$ cat config.mk
export PLATFORM = sky130hd
export DESIGN_NAME = pipe_hazard_ctrl
export DESIGN_NICKNAME = d
export VERILOG_FILES = /design/src/rtl/pipe_hazard_ctrl.sv
export SDC_FILE = /design/constraint.sdc
export NUM_CORES = 1
export LEC_CHECK = 0
export ABC_AREA = 1
export BUFFER_PORTS_ARGS = -buffer_cell sky130_fd_sc_hd__buf_2
export CAP_MARGIN = 40
export CORE_UTILIZATION = 30
export DETAILED_ROUTE_END_ITERATION = 8
export GPL_TIMING_DRIVEN = 0
export HOLD_SLACK_MARGIN = 0.1
export PLACE_DENSITY = 0.54
export REMOVE_ABC_BUFFERS = 1
export SYNTH_ARGS = -nofsm -noshare
export SYNTH_HDL_FRONTEND = slang
export SYNTH_SLANG_ARGS = --single-unit
$ cat constraint.sdc
create_clock -name clk -period 1.97 [get_ports clk]
set_input_delay 0.394 -clock clk [delete_from_list [all_inputs] [get_ports clk]]
set_output_delay 0.394 -clock clk [all_outputs]
set_load 0.1 [all_outputs]
$ cat src/rtl/pipe_hazard_ctrl.sv
// pipe_hazard_ctrl: single owner of the pipeline's stall and flush decisions.
// It drives the PC and IF/ID, ID/EX, EX/MEM enable and flush controls. It resolves
// load-use stalls and taken-branch flushes, and runs the interrupt entry sequence
// (RUN -> DRAIN -> SAVE -> VECTOR).
// Ports:
//   inputs : clk, rst, ld_use_hazard, branch_taken, br_target, id_pc, intr_req, rti_ex
//   outputs: pc_en, pc_sel, if_id_en, if_id_flush, id_ex_flush, ex_mem_flush,
//            push_req, push_data, intr_ack, busy
// All outputs are combinational from the current state and inputs (zero latency).
module pipe_hazard_ctrl #(
  parameter int         DRAIN_CYC   = 3,
  parameter logic [1:0] INT_VEC_SEL = 2'd2
) (
  input  logic       clk,
  input  logic       rst,
  input  logic       ld_use_hazard,
  input  logic       branch_taken,
  input  logic [7:0] br_target,
  input  logic [7:0] id_pc,
  input  logic       intr_req,
  input  logic       rti_ex,
  output logic       pc_en,
  output logic [1:0] pc_sel,
  output logic       if_id_en,
  output logic       if_id_flush,
  output logic       id_ex_flush,
  output logic       ex_mem_flush,
  output logic       push_req,
  output logic [7:0] push_data,
  output logic       intr_ack,
  output logic       busy
);

  typedef enum logic [1:0] {RUN, DRAIN, SAVE, VECTOR} state_t;

  localparam logic [2:0] CNT_INIT = 3'(DRAIN_CYC - 1);

  state_t     state, state_nxt;
  logic [2:0] cnt, cnt_nxt;
  logic [7:0] ret_pc, ret_pc_nxt;
  logic       int_mask, int_mask_nxt;

  always_ff @(posedge clk) begin
    if (rst) begin
      state    <= RUN;
      cnt      <= 3'd0;
      ret_pc   <= 8'h00;
      int_mask <= 1'b0;
    end else begin
      state    <= state_nxt;
      cnt      <= cnt_nxt;
      ret_pc   <= ret_pc_nxt;
      int_mask <= int_mask_nxt;
    end
  end

  always_comb begin
    state_nxt    = state;
    cnt_nxt      = cnt;
    ret_pc_nxt   = ret_pc;
    int_mask_nxt = int_mask;
    pc_en        = 1'b0;
    pc_sel       = 2'd0;
    if_id_en     = 1'b0;
    if_id_flush  = 1'b0;
    id_ex_flush  = 1'b0;
    ex_mem_flush = 1'b0;
    push_req     = 1'b0;
    push_data    = 8'h00;
    intr_ack     = 1'b0;
    busy         = 1'b0;

    if (rst) begin
      // While in reset, hold the front of the pipe empty. The registers are reset by the always_ff block.
      if_id_flush = 1'b1;
      id_ex_flush = 1'b1;
    end else begin
      busy = (state != RUN);
      case (state)
        RUN: begin
          // A taken branch outranks the interrupt. Then the interrupt is taken next cycle,
          // and id_pc holds the branch target's fetch.
          if (intr_req && !int_mask && !branch_taken) begin
            state_nxt   = DRAIN;
            ret_pc_nxt  = id_pc;
            cnt_nxt     = CNT_INIT;
            if_id_flush = 1'b1;
            id_ex_flush = 1'b1;
          end else if (branch_taken) begin
            pc_sel      = 2'd1;
            pc_en       = 1'b1;
            if_id_flush = 1'b1;
            id_ex_flush = 1'b1;
          end else if (ld_use_hazard) begin
            id_ex_flush = 1'b1;
          end else begin
            pc_en    = 1'b1;
            if_id_en = 1'b1;
          end
          if (rti_ex) int_mask_nxt = 1'b0;
        end
        DRAIN: begin
          if_id_flush = 1'b1;
          id_ex_flush = 1'b1;
          // The branch was already in EX when we entered, so execution resumes at its target.
          if (branch_taken) ret_pc_nxt = br_target;
          if (cnt == 3'd0) state_nxt = SAVE;
          else             cnt_nxt   = cnt - 3'd1;
        end
        SAVE: begin
          push_req    = 1'b1;
          push_data   = ret_pc;
          if_id_flush = 1'b1;
          id_ex_flush = 1'b1;
          state_nxt   = VECTOR;
        end
        VECTOR: begin
          pc_sel       = INT_VEC_SEL;
          pc_en        = 1'b1;
          intr_ack     = 1'b1;
          if_id_flush  = 1'b1;
          int_mask_nxt = 1'b1;
          state_nxt    = RUN;
        end
        default: state_nxt = RUN;
      endcase
    end
  end

endmodule

Yosys cells after proc, flatten, opt, wreduce, memory -nomap -nowiden
Cells that the tools add are included.
Word-level totals
  register bits after elaboration: 14
  input bits: 22
  output and inout port bits: 18
  word-level logic and storage cells: 68
Cells by class
  add/sub/neg operators: 1
  eq/ne operators: 8
  muxes and demuxes: 40
  reduce and logical (&&, ||, !) cells: 15
Operators with widths (number)
  $mux 8: 4
  $mux 1: 23
  $pmux 8 s2: 1
  $ne 2x2->1 const B: 5
  $pmux 1 s2: 4
  $pmux 2 s4: 1
  $mux 2: 3
  $mux 3: 2
  $pmux 3 s2: 1
  $reduce_and 3->1: 2
  $reduce_bool 2->1: 3
  $eq 2x2->1 const B: 2
  $pmux 2 s2: 1
  $reduce_and 2->1: 2
  $logic_not 3->1: 1
  $reduce_or 3->1: 1
  $sub 3x1->3 const B: 1
  $eq 2x1->1 const B: 1
  $logic_and 1x1->1: 2
  $logic_not 1->1: 2
  $logic_not 2->1: 1
  $reduce_or 2->1: 1

Logic depth before layout (Yosys ltp)
  depth after elaboration: 6
  mapped depth: 10
  depth with buffers taken out: 10

Least setup slack after synthesis
OpenSTA, ideal clock, no wires.
  path kind: flip-flop to output port
  from: register state[0]
  to: output pc_sel[0]
  arrival: 2.972 ns
  required time: 1.576 ns
  setup slack: -1.396 ns
  cell stages (with the launch flop): 6
  buffers on the path: 0
  path through: dfxtp_1 -> inv_1 -> ha_1 -> nor2_1 -> inv_1 -> nor3_1
Between the ends
  cells in the longest elaborated chain, start to end: 3
  elaborated cells between the ends (all ways): 4
  those cells by class: eq/ne (1); mux (2); reduce/logical (1)
RTL lines
  from (decl): RTL line 38  | state_t state, state_nxt;
  from (signal assigned): RTL line 50  | state <= state_nxt;
  $eq 2x2->1 or $logic_not 2->1 (tied branches): RTL line 79  | case (state)
  $pmux 2 s2 *: RTL line 79
  $mux 2 *: RTL line 73  | if (rst) begin
  to (decl): RTL line 23  | output logic [1:0] pc_sel,
Every way passes the cells marked *; elsewhere a longest branch is shown, timed or not.

Final worst setup path
  from: register state[0]
  to: output if_id_en
Between the ends
  cells in the longest elaborated chain, start to end: 3
RTL lines
  $logic_not 2->1: RTL line 79
  $mux 1: RTL line 79
  $mux 1: RTL line 73
  to (decl): RTL line 24  | output logic if_id_en,
Every way passes these cells.

==> impl_metrics.tcl <==
set metrics [dict create \
    final_area_mm2 0.00146 \
    layout.nets 234 \
    synth_area_per_cell_um2 6.22 \
    peakVddDrop_mv 0.990 \
    netlist_area_mm2 0.00103 \
    max_freq_mhz 501 \
    vias_per_cell 4.54 \
    endpoint_kind "output port" \
    crit_type "register to output port" \
    gp_congestion 0.717 \
    drtIter0Drc 32 \
    final_cell_mix "nand2_1, nor2_1, buf_2" \
    dp_hpwl_um 1880 \
    finalSetupViolations 2 \
    final_common_cell "nand2_1" \
    crit_path_start_kind "register" \
    final_hold_viol_count 0 \
    p_switching_mw 1.17 \
    fill_cells 349 \
    cp_max_fo 5 \
    status "finished with violations" \
    rows 20 \
    fp.dieW_um 60.5 \
    synth_area_leader_cell "dfxtp_1" \
    power.density_mw_per_mm2 1490 \
    wl_per_cell_um 11.3 \
    synth.distinct_cells 22 \
    setup_ws_ns -0.0253 \
    diodes 0 \
    ys_ff_latch 14 \
    initial_core_util_pct 32.5 \
    die_area_mm2 0.00366 \
    fin_skew_ns 0.0116 \
    drt_pass1_iterations 4 \
    cts_num_sinks 14 \
    post_dp_cell_area_mm2 0.00121 \
    die_h_um 60.5 \
    vias 1121 \
    cts_hold_buf 0 \
    seq_area_frac_synth_pct 27.3 \
    track_usage_pct 16.1 \
    worstPathArrival_ns 1.60 \
    grt_pass1_vias 1050 \
    min-delay-path-class "input port to register" \
    slew_violations 0 \
    cts-root-buf "clkbuf_4" \
    cts-buffers-inserted 3 \
    core_mm2 0.00315 \
    hp-start "rti_ex" \
    clk_pin_slew_worst_paths_ns 0.10 \
    drcViolationCount 0 \
    finalCritPeriodShare_pct 101 \
    seqCellArea_um2 288 \
    hold_ws_ns 0.318 \
    swShare_pct 53.5 \
    yosys_warnings 0 \
    syn2layout_area_growth_pct 42.4 \
    tritoncts "done" \
    clock_latency_ns 0.29 \
    cp-startpoint "state[0]" \
    p_leak_nw 0.707 \
    pwr-share-clk_pct 10.1 \
    grt_overflow_total 0 \
    maxCapViolCount 0 \
    period_minus_slack_ns 2.00 \
    grt_pass1_wl_um 4430 \
    grt_setup_unrepaired "yes" \
    io_buffers 38 \
    syn_inst 165 \
    grt_max_degree 17 \
    synth_top_area_share_pct 27.3 \
    synth_area_leaders "dfxtp_1, nand2_1, nor2_1, ha_1, nand3_1" \
    seq_power_share_pct 20.5 \
    antenna_found_initial 0 \
    postRouteAntennaNets 0 \
    internal_power_mw 1.01 \
    ioPinCount 40 \
    drive_gt1_share_pct 34.0 \
    wirelength_um 2780 \
    htree_levels 1 \
    violations "setup timing" \
    r2r_start "state[0]" \
    multiInputGateArea_um2 692 \
    combPwrFrac_pct 69.4 \
    cts_buffer_depth 2 \
    cp.required_ns 1.58 \
]
kinds of logic after synthesis:
family / count (synthesis) / share of synthesized area (%)
flops: 14 / 27.3
compound gates: 17 / 10.7
simple gates: 98 / 39.5
other cells: 1 / 0.366
fa+ha+maj: 8 / 9.76
buf+inv: 27 / 12.3
critical path, stage by stage, from the launching register on:
cell,delay [ns]
dfxtp_4,0.38
inv_4,0.08
ha_4,0.19
inv_1,0.11
nor3_1,0.27
buf_6,0.27
per-stage QoR:
step / utilization, % / worst slack [ns] / total power [mW] / cells / TNS, ns
finish: 46.3 / -0.0253 / 2.18 / 247 / -0.0287
global route: 46.3 / -0.0853 / 2.34 / 247 / -0.232
global placement: 38.5 / -0.276 / 1.65 / 238 / -0.343
CTS: 44.1 / -0.0250 / 2.11 / 245 / -0.0765
detailed placement: 38.5 / -0.335 / 1.67 / 238 / -0.732
floorplan: - / -1.63 / 1.43 / 156 / -13.52
worst paths after layout:
| check | to | slack [ns] | cells after the start |
|---|---|---|---|
| worst min-delay path | int_mask | 0.32 | 3 |
| worst max-delay path | if_id_en | -0.03 | 5 |
| worst max register to register | ret_pc[7] | 0.22 | 8 |
| worst min register to register | int_mask | 0.47 | 2 |
Yosys cell counts:
master,n
a21boi_0,8
a21oi_1,3
a22oi_1,1
and2_4,1
buf_2,2
buf_4,2
buf_6,2
clkbuf_1,3
conb_1,1
dfxtp_1,14
ha_1,8
inv_1,17
inv_2,1
nand2_1,41
nand3_1,15
nand3b_1,1
nor2_1,35
nor2_2,2
nor3_1,2
o21a_1,1
o21ai_0,4
or2_2,1
state kept, by name, indices dropped and copies added (netlist names):
register  count
cnt           3
int_mask      1
ret_pc        8
state         2
power by group through the flow:
stage	logic (mW)	registers [mW]	clock network (mW)
after global placement	1.21	0.439	0
after floorplan	1.00	0.429	0
after CTS	1.44	0.444	0.229
after detailed placement	1.23	0.442	0
final	1.51	0.446	0.221
after global routing	1.65	0.458	0.240
area by class of cell:
class,count,area share [%]
clock buffers,4,2.48
inverters,18,5.14
multi-input cells,124,47.3
flip-flops and latches,14,19.7
well taps,44,3.77
repair buffers,43,21.6
timing repair:
| item | in CTS | in global routing |
|---|---|---|
| pin swaps | 5 | 2 |
| resized for setup | 39 | 17 |
| setup buffers | 3 | 2 |
| setup endpoints to repair | 23 | 21 |
layer usage:
metal / global-route usage [%] / up-vias / part of all wire (%)
met2: 28.1 / 38 / 44
li1: - / 584 / -
met1: 19.6 / 497 / 49
met3: 4.69 / 2 / 6.0
met5: 0 / - / 0
met4: 3.90 / 0 / 0.47
Note: power is estimated with default switching activity, not from simulation.
